[src/rtl/booth_seq_ctrl_pkg.sv]
// Shared types and helpers for the iterative radix-2 Booth multiplier.
//
// Contents:
//   state_e       controller state (StIdle, StRun, StDone)
//   booth_op_e    decoded Booth pair action (BoothNop, BoothAdd, BoothSub)
//   booth_decode  maps {Q[0], q_prev} to a booth_op_e
//   cnt_w         width of the step counter for a given operand width
package booth_seq_ctrl_pkg;

    typedef enum logic [1:0] {
        StIdle,
        StRun,
        StDone
    } state_e;

    typedef enum logic [1:0] {
        BoothNop,
        BoothAdd,
        BoothSub
    } booth_op_e;

    // Radix-2 Booth recoding of the current pair {Q[0], q_prev}.
    function automatic booth_op_e booth_decode(input logic q0, input logic q_prev);
        booth_op_e op;
        case ({q0, q_prev})
            2'b01:   op = BoothAdd;
            2'b10:   op = BoothSub;
            default: op = BoothNop;
        endcase
        return op;
    endfunction

    // Counter must hold 0..n-1.
    function automatic int unsigned cnt_w(input int unsigned n);
        return (n < 2) ? 1 : $clog2(n);
    endfunction

endpackage

[src/rtl/booth_seq_ctrl_if.sv]
// Handshake/data bundle between operand producer, Booth sequencer and result consumer.
//
// Parameter N: operand width in bits.
// Signals:
//   in_valid, multiplicand, multiplier   producer -> sequencer
//   in_ready                              sequencer -> producer
//   out_valid, product, busy              sequencer -> consumer
//   out_ready                             consumer  -> sequencer
// Modports:
//   master  the producer/consumer side
//   slave   the sequencer side
interface booth_seq_ctrl_if #(
    parameter int unsigned N = 32
);

    logic             in_valid;
    logic             in_ready;
    logic [N-1:0]     multiplicand;
    logic [N-1:0]     multiplier;
    logic             out_valid;
    logic             out_ready;
    logic [2*N-1:0]   product;
    logic             busy;

    modport master (
        output in_valid,
        output multiplicand,
        output multiplier,
        output out_ready,
        input  in_ready,
        input  out_valid,
        input  product,
        input  busy
    );

    modport slave (
        input  in_valid,
        input  multiplicand,
        input  multiplier,
        input  out_ready,
        output in_ready,
        output out_valid,
        output product,
        output busy
    );

endinterface

[src/rtl/booth_seq_ctrl_step.sv]
// One combinational radix-2 Booth iteration.
//
// Parameter N: operand width in bits.
// Ports:
//   a            in   N+1  partial-product accumulator
//   q            in   N    remaining scanned operand bits
//   q_prev       in   1    bit shifted out of q on the previous step
//   m            in   N    signed operand that is added or subtracted
//   a_next       out  N+1  accumulator after add/sub and arithmetic shift
//   q_next       out  N    q after shift (receives LSB of the accumulator)
//   q_prev_next  out  1    old q[0]
module booth_seq_ctrl_step
    import booth_seq_ctrl_pkg::*;
#(
    parameter int unsigned N = 32
) (
    input  logic [N:0]   a,
    input  logic [N-1:0] q,
    input  logic         q_prev,
    input  logic [N-1:0] m,
    output logic [N:0]   a_next,
    output logic [N-1:0] q_next,
    output logic         q_prev_next
);

    logic [N:0] m_ext;
    logic [N:0] sum;

    assign m_ext = {m[N-1], m};

    always_comb begin
        sum = a;
        case (booth_decode(q[0], q_prev))
            BoothAdd: sum = a + m_ext;
            BoothSub: sum = a - m_ext;
            default:  sum = a;
        endcase
    end

    // Arithmetic right shift of {sum, q, q_prev} by one.
    assign a_next      = {sum[N], sum[N:1]};
    assign q_next      = {sum[0], q[N-1:1]};
    assign q_prev_next = q[0];

endmodule

[src/rtl/booth_seq_ctrl.sv]
// Iterative radix-2 Booth multiplier sequencer: one add/sub/shift step per clock on a single
// shared adder, with valid/ready handshakes on the operand and result sides.
//
// Parameter N: operand width in bits (signed two's complement), N >= 2.
// Ports:
//   clk    in  rising-edge clock
//   rst_n  in  asynchronous active-low reset; discards any in-flight operation
//   bus    booth_seq_ctrl_if.slave:
//            in_valid/in_ready/multiplicand/multiplier  operand accept (IDLE only)
//            out_valid/out_ready/product                result offer (held until accepted)
//            busy                                       high in RUN and DONE
//
// Optional build macro BOOTH_EARLY_TERM_EN: once the unscanned multiplicand bits are uniform
// no further add/sub can occur, so the remaining shifts are applied in one cycle and the
// product is offered early. Without it latency is fixed at N cycles.
module booth_seq_ctrl
    import booth_seq_ctrl_pkg::*;
#(
    parameter int unsigned N = 32
) (
    input logic            clk,
    input logic            rst_n,
    booth_seq_ctrl_if.slave bus
);

    localparam int unsigned       CntW    = cnt_w(N);
    localparam logic [CntW-1:0]   LastCnt = CntW'(N - 1);

    state_e           state_q, state_d;
    logic [N:0]       a_q, a_d;
    logic [N-1:0]     q_q, q_d;
    logic [N-1:0]     m_q, m_d;
    logic             qp_q, qp_d;
    logic [CntW-1:0]  cnt_q, cnt_d;
    logic [2*N-1:0]   prod_q, prod_d;

    logic [N:0]       a_step;
    logic [N-1:0]     q_step;
    logic             qp_step;

    booth_seq_ctrl_step #(
        .N (N)
    ) u_step (
        .a           (a_q),
        .q           (q_q),
        .q_prev      (qp_q),
        .m           (m_q),
        .a_next      (a_step),
        .q_next      (q_step),
        .q_prev_next (qp_step)
    );

`ifdef BOOTH_EARLY_TERM_EN
    logic                 rest_uniform;
    logic [CntW-1:0]      rem;
    logic signed [2*N:0]  shifted;
    logic                 unused_shifted_msb;

    // Original multiplicand bits cnt..N-1 sit in q_q[N-1-cnt:0]. If they are all equal,
    // every pair from this step on except possibly the current one is a no-op.
    always_comb begin
        rest_uniform = 1'b1;
        for (int i = 1; i < int'(N); i++) begin
            if ((i + int'(cnt_q)) < int'(N) && (q_q[i] != q_q[0])) begin
                rest_uniform = 1'b0;
            end
        end
    end

    // Shifts still owed after the current step.
    assign rem                = LastCnt - cnt_q;
    assign shifted            = $signed({a_step, q_step}) >>> rem;
    assign unused_shifted_msb = shifted[2*N];
`endif

    always_comb begin
        state_d = state_q;
        a_d     = a_q;
        q_d     = q_q;
        m_d     = m_q;
        qp_d    = qp_q;
        cnt_d   = cnt_q;
        prod_d  = prod_q;

        case (state_q)
            StIdle: begin
                if (bus.in_valid) begin
                    state_d = StRun;
                    a_d     = '0;
                    q_d     = bus.multiplicand;
                    m_d     = bus.multiplier;
                    qp_d    = 1'b0;
                    cnt_d   = '0;
                end
            end
            StRun: begin
                a_d   = a_step;
                q_d   = q_step;
                qp_d  = qp_step;
                cnt_d = cnt_q + 1'b1;
                if (cnt_q == LastCnt) begin
                    state_d = StDone;
                    // A[N] only guards the -2^(N-1) squared case; the 2N-bit product is exact.
                    prod_d  = {a_step[N-1:0], q_step};
                    cnt_d   = '0;
                end
`ifdef BOOTH_EARLY_TERM_EN
                else if (rest_uniform) begin
                    state_d = StDone;
                    prod_d  = shifted[2*N-1:0];
                    cnt_d   = '0;
                end
`endif
            end
            StDone: begin
                if (bus.out_ready) begin
                    state_d = StIdle;
                end
            end
            default: state_d = StIdle;
        endcase
    end

    always_ff @(posedge clk or negedge rst_n) begin
        if (!rst_n) begin
            state_q <= StIdle;
            a_q     <= '0;
            q_q     <= '0;
            m_q     <= '0;
            qp_q    <= 1'b0;
            cnt_q   <= '0;
            prod_q  <= '0;
        end else begin
            state_q <= state_d;
            a_q     <= a_d;
            q_q     <= q_d;
            m_q     <= m_d;
            qp_q    <= qp_d;
            cnt_q   <= cnt_d;
            prod_q  <= prod_d;
        end
    end

    assign bus.in_ready  = (state_q == StIdle);
    assign bus.out_valid = (state_q == StDone);
    assign bus.busy      = (state_q != StIdle);
    assign bus.product   = prod_q;

endmodule
[src/flat_wrapper.sv]
// flat-port wrapper written by rule: the top's interface ports become plain ports
module booth_seq_ctrl_flat import booth_seq_ctrl_pkg::*;
#(
    parameter int unsigned N = 32
)
  (clk, rst_n, bus_in_valid, bus_multiplicand, bus_multiplier, bus_out_ready, bus_in_ready, bus_out_valid, bus_product, bus_busy);
  booth_seq_ctrl_if #(.N(N)) bus_i ();
  input logic clk;
  input logic rst_n;
  input wire logic [$bits(bus_i.in_valid)-1:0] bus_in_valid;
  input wire logic [$bits(bus_i.multiplicand)-1:0] bus_multiplicand;
  input wire logic [$bits(bus_i.multiplier)-1:0] bus_multiplier;
  input wire logic [$bits(bus_i.out_ready)-1:0] bus_out_ready;
  output wire logic [$bits(bus_i.in_ready)-1:0] bus_in_ready;
  output wire logic [$bits(bus_i.out_valid)-1:0] bus_out_valid;
  output wire logic [$bits(bus_i.product)-1:0] bus_product;
  output wire logic [$bits(bus_i.busy)-1:0] bus_busy;
  assign bus_i.in_valid = bus_in_valid;
  assign bus_i.multiplicand = bus_multiplicand;
  assign bus_i.multiplier = bus_multiplier;
  assign bus_i.out_ready = bus_out_ready;
  assign bus_in_ready = bus_i.in_ready;
  assign bus_out_valid = bus_i.out_valid;
  assign bus_product = bus_i.product;
  assign bus_busy = bus_i.busy;
  booth_seq_ctrl #(.N(N)) u_core (.clk(clk), .rst_n(rst_n), .bus(bus_i));
endmodule
[config.mk]
export PLATFORM = sky130hd
export DESIGN_NAME = booth_seq_ctrl_flat
export DESIGN_NICKNAME = d
export VERILOG_FILES = /design/src/rtl/booth_seq_ctrl_pkg.sv /design/src/rtl/booth_seq_ctrl_if.sv /design/src/rtl/booth_seq_ctrl_step.sv /design/src/rtl/booth_seq_ctrl.sv /design/src/flat_wrapper.sv
export SDC_FILE = /design/constraint.sdc
export NUM_CORES = 1
export LEC_CHECK = 0
export BUFFER_PORTS_ARGS = -buffer_cell sky130_fd_sc_hd__buf_2
export CORE_UTILIZATION = 55
export DETAILED_ROUTE_END_ITERATION = 10
export PLACE_DENSITY = 0.77
export REMOVE_ABC_BUFFERS = 1
export SYNTH_ARGS = -nofsm -noshare
export SYNTH_HDL_FRONTEND = slang
export SYNTH_SLANG_ARGS = --single-unit
[constraint.sdc]
create_clock -name clk -period 8.3 [get_ports clk]
set_input_delay 0.415 -clock clk [delete_from_list [all_inputs] [get_ports clk]]
set_output_delay 0.415 -clock clk [all_outputs]
set_load 0.02 [all_outputs]
==> summary.md <==
| Metric | Value |
|---|---|
| Status | finished clean |
| Die height | 133.0 um |
| Crit Reg-Reg Startpoint | u_core.m_q[4] |
| Slew headroom | 23.86% |
| Critical path class | reg2reg |
| DR vias | 8136 |
| Via density per instance | 5.638 |
| Ys flop type | dfrtp_1 |
| Cells after synthesis | 1117 |
| Synth cell types | 69 |
| Slew Viols, Final | 0 |
| Post-synth ARST share | 100.0% |
| Worst EP required | 8.68 ns |
| Worst-skew pair later-pin latency | 0.45 ns |
| FF+latch count, synth | 168 |
| CP peak stage delay | 0.57 ns |
| Hpwl dp | 15180 um |
| Worst-path fanout max | 5 |
| Post-synth top area share | 44.52% |
| Clk root buf | clkbuf_16 |
| Area growth from synthesis to layout | 13.92% |
| EDFF count, synth | 0 |
| Average size of a mapped cell | 8.455 sq um |
| Worst setup EP type | register |
| Clock sink total | 168 |
| Buffers on Ports | 134 |
| Drt first pass iters | 5 |
| Grt total ovfl | 0 |
| Most area-consuming cells after synthesis | dfrtp_1, nand2_1, ha_1, xnor2_1, o21ai_0 |
| Final Cycle Share | 51.45% |
| Fin nets | 1313 |
| Final Hold Viols | 0 |
| Area of the core | 0.01670 sq mm |
| Longest Clk Path Bufs | 2 |
| Setup WS pre-CTS | 4.106 ns |
| First-pass GRT wire length | 38810 um |
| RR Endpoint | u_core.bus.product[63] |
| Remaining antenna violation count after routing | 0 |
| FP Rows | 47 |
| Worst-Margin Slew | 1.142 ns |
| WP data arrival | 4.65 ns |
| Setup tns final | 0 ns |
| End-of-flow core utilization | 64.42% |
| Final setup vio count | 0 |
| WL final | 23030 um |
| Worst Clk Skew | 0.01316 ns |
| Hold crit path type | in2async |
| Max Clk Rate | 234.2 MHz |
| CP Cell Sequence | or4_4 -> nor4_4 -> and2_1 -> and3_1 -> and3b_1 -> a21oi_1 -> xnor2_1 -> ha_1 -> a21o_1 -> a21o_1 -> a21oi_1 -> nor2_1 -> a211oi_1 -> nand2_1 -> o311a_1 -> nand2_1 |
| GRT Resource Usage Total | 27.62% |
| Share of cells above drive strength 1 | 16.63% |
| Internal reg-to-reg setup slack | 4.03 ns |
| Vias in the first global route | 7840 |
| TritonCTS buffer count | 17 |
| # H-tree levels | 4 |
| Initial Util | 56.55% |
| Initial antenna violation count | 0 |
| Critical-path top delay cell | or4_4 |
| Setup Fix Bufs, Post-CTS | 0 |
| RD Place Congestion | 0.9163 |
| Hold Buf Count CTS | 0 |
| Initial DRC Count | 539 |
| Setup crit start kind | register |
| # DRC | 0 |
| Ports | 135 |
| Min Tclk post-route | 4.270 ns |
| CTS tree | yes |
| Sequential area share after synthesis | 44.52% |
| Reg clk slew, reported paths | 0.07 ns |
| Largest net degree at the start of global routing | 121 |
| RSZ-0062 raised after global routing | false |
| Setup WS post-layout | 4.030 ns |
| Die ar. | 0.01770 sq mm |
| Design Area, Final | 0.01076 sq mm |
| DP Area | 0.01016 sq mm |
| DR WL/cell | 15.96 um |
| Syn Std Cell Area | 0.009444 sq mm |
| Number of max-cap violations | 0 |
| Worst reg2reg path depth | 16 |
| Synth warnings | 0 |
| Yosys top cell by area | dfrtp_1 |
| # resized after CTS | 0 |
| Die width | 133.0 um |
synthesized netlist by cell type, types with 4 or more instances:
cell type,n
nand4_1,6
nor4_1,4
and3_1,9
nor2b_1,6
o21ai_0,72
buf_1,8
o211ai_1,7
xnor2_1,44
and2_1,4
nand3_1,49
mux2i_1,15
nand2b_1,12
inv_1,20
clkbuf_1,54
a31oi_1,43
o21ai_1,13
o21bai_1,5
nand2_1,306
ha_1,36
nor3_1,17
xor2_1,10
dfrtp_1,168
nor2_1,73
a21o_1,9
a211oi_1,6
a21oi_1,58
critical path, delay by kind of cell, from the launching register on:
kind	cells	cell delay (ns)
simple gates	8	1.85
xor+xnor	1	0.16
fa+ha+maj	1	0.34
flops	1	0.42
compound gates	6	1.42
layout make-up:
| class | count | area (sq um) |
|---|---|---|
| Sequential cell | 168 | 4204 |
| Clock inverter | 15 | 172.7 |
| Tap cell | 220 | 275.3 |
| Fill cell | 1438 | 5942 |
| Inverter | 20 | 75.07 |
| Multi-Input combinational cell | 860 | 4872 |
| Timing Repair Buffer | 141 | 729.5 |
| Clock buffer | 17 | 425.4 |
| Antenna cell | 2 | 5.005 |
metal layers:
layer	share of wire (%)	track usage, %	vias up
met3	6.7	7.625	32
met5	0	0	-
met1	46	36.47	3877
met4	2.0	9.068	0
met2	46	43.89	210
li1	-	-	4017
how the worst max path moves through the flow:
stage / start / end / slack (ns) / cells after the start
finish: u_core.m_q[4] / u_core.bus.product[63] / 4.03 / 16
global route: u_core.m_q[4] / u_core.a_q[31] / 3.75 / 16
CTS: u_core.m_q[4] / u_core.bus.product[63] / 4.07 / 16
detailed placement: u_core.m_q[5] / u_core.bus.product[63] / 4.11 / 16
global placement: u_core.m_q[5] / u_core.bus.product[63] / 4.19 / 15
floorplan: u_core.m_q[5] / u_core.bus.product[63] / 4.50 / 15
cell families after synthesis:
family | Yosys count | synth area share [%]
simple gates | 509 | 23.64
compound gates | 243 | 15.91
flops | 168 | 44.52
buf+inv | 89 | 4.120
xor+xnor | 54 | 5.008
fa+ha+maj | 37 | 4.981
mux | 17 | 1.828
cells in the final DEF (no fill, tap or decap), types with 10 or more instances in the layout:
cell type	n
a21oi_1	58
a31oi_1	43
buf_2	133
clkbuf_16	17
dfrtp_1	168
ha_1	35
inv_1	20
mux2i_1	15
nand2_1	304
nand2b_1	11
nand3_1	49
nor2_1	73
nor3_1	17
o21ai_0	72
o21ai_1	13
xnor2_1	44
xor2_1	10
per-stage QoR:
step / instances / hold WS [ns]
5_1_grt: 1441 / 0.1082
4_1_cts: 1441 / 0.07547
6_report: 1443 / 0.05256
2_1_floorplan: 1048 / 0.1194
3_5_place_dp: 1409 / 0.4569
3_3_place_gp: 1409 / 0.4537
sequential cells by signal, summed over array words and instances (netlist names):
| signal | count |
|---|---|
| u_core.qp_q | 1 |
| u_core.bus.product | 64 |
| u_core.a_q | 32 |
| u_core.q_q | 32 |
| u_core.m_q | 32 |
| u_core.state_q | 2 |
| u_core.cnt_q | 5 |
Power is left out: the tool's default activity adds up to more than one toggle a clock period on the data nets, which glitch-free logic cannot reach.
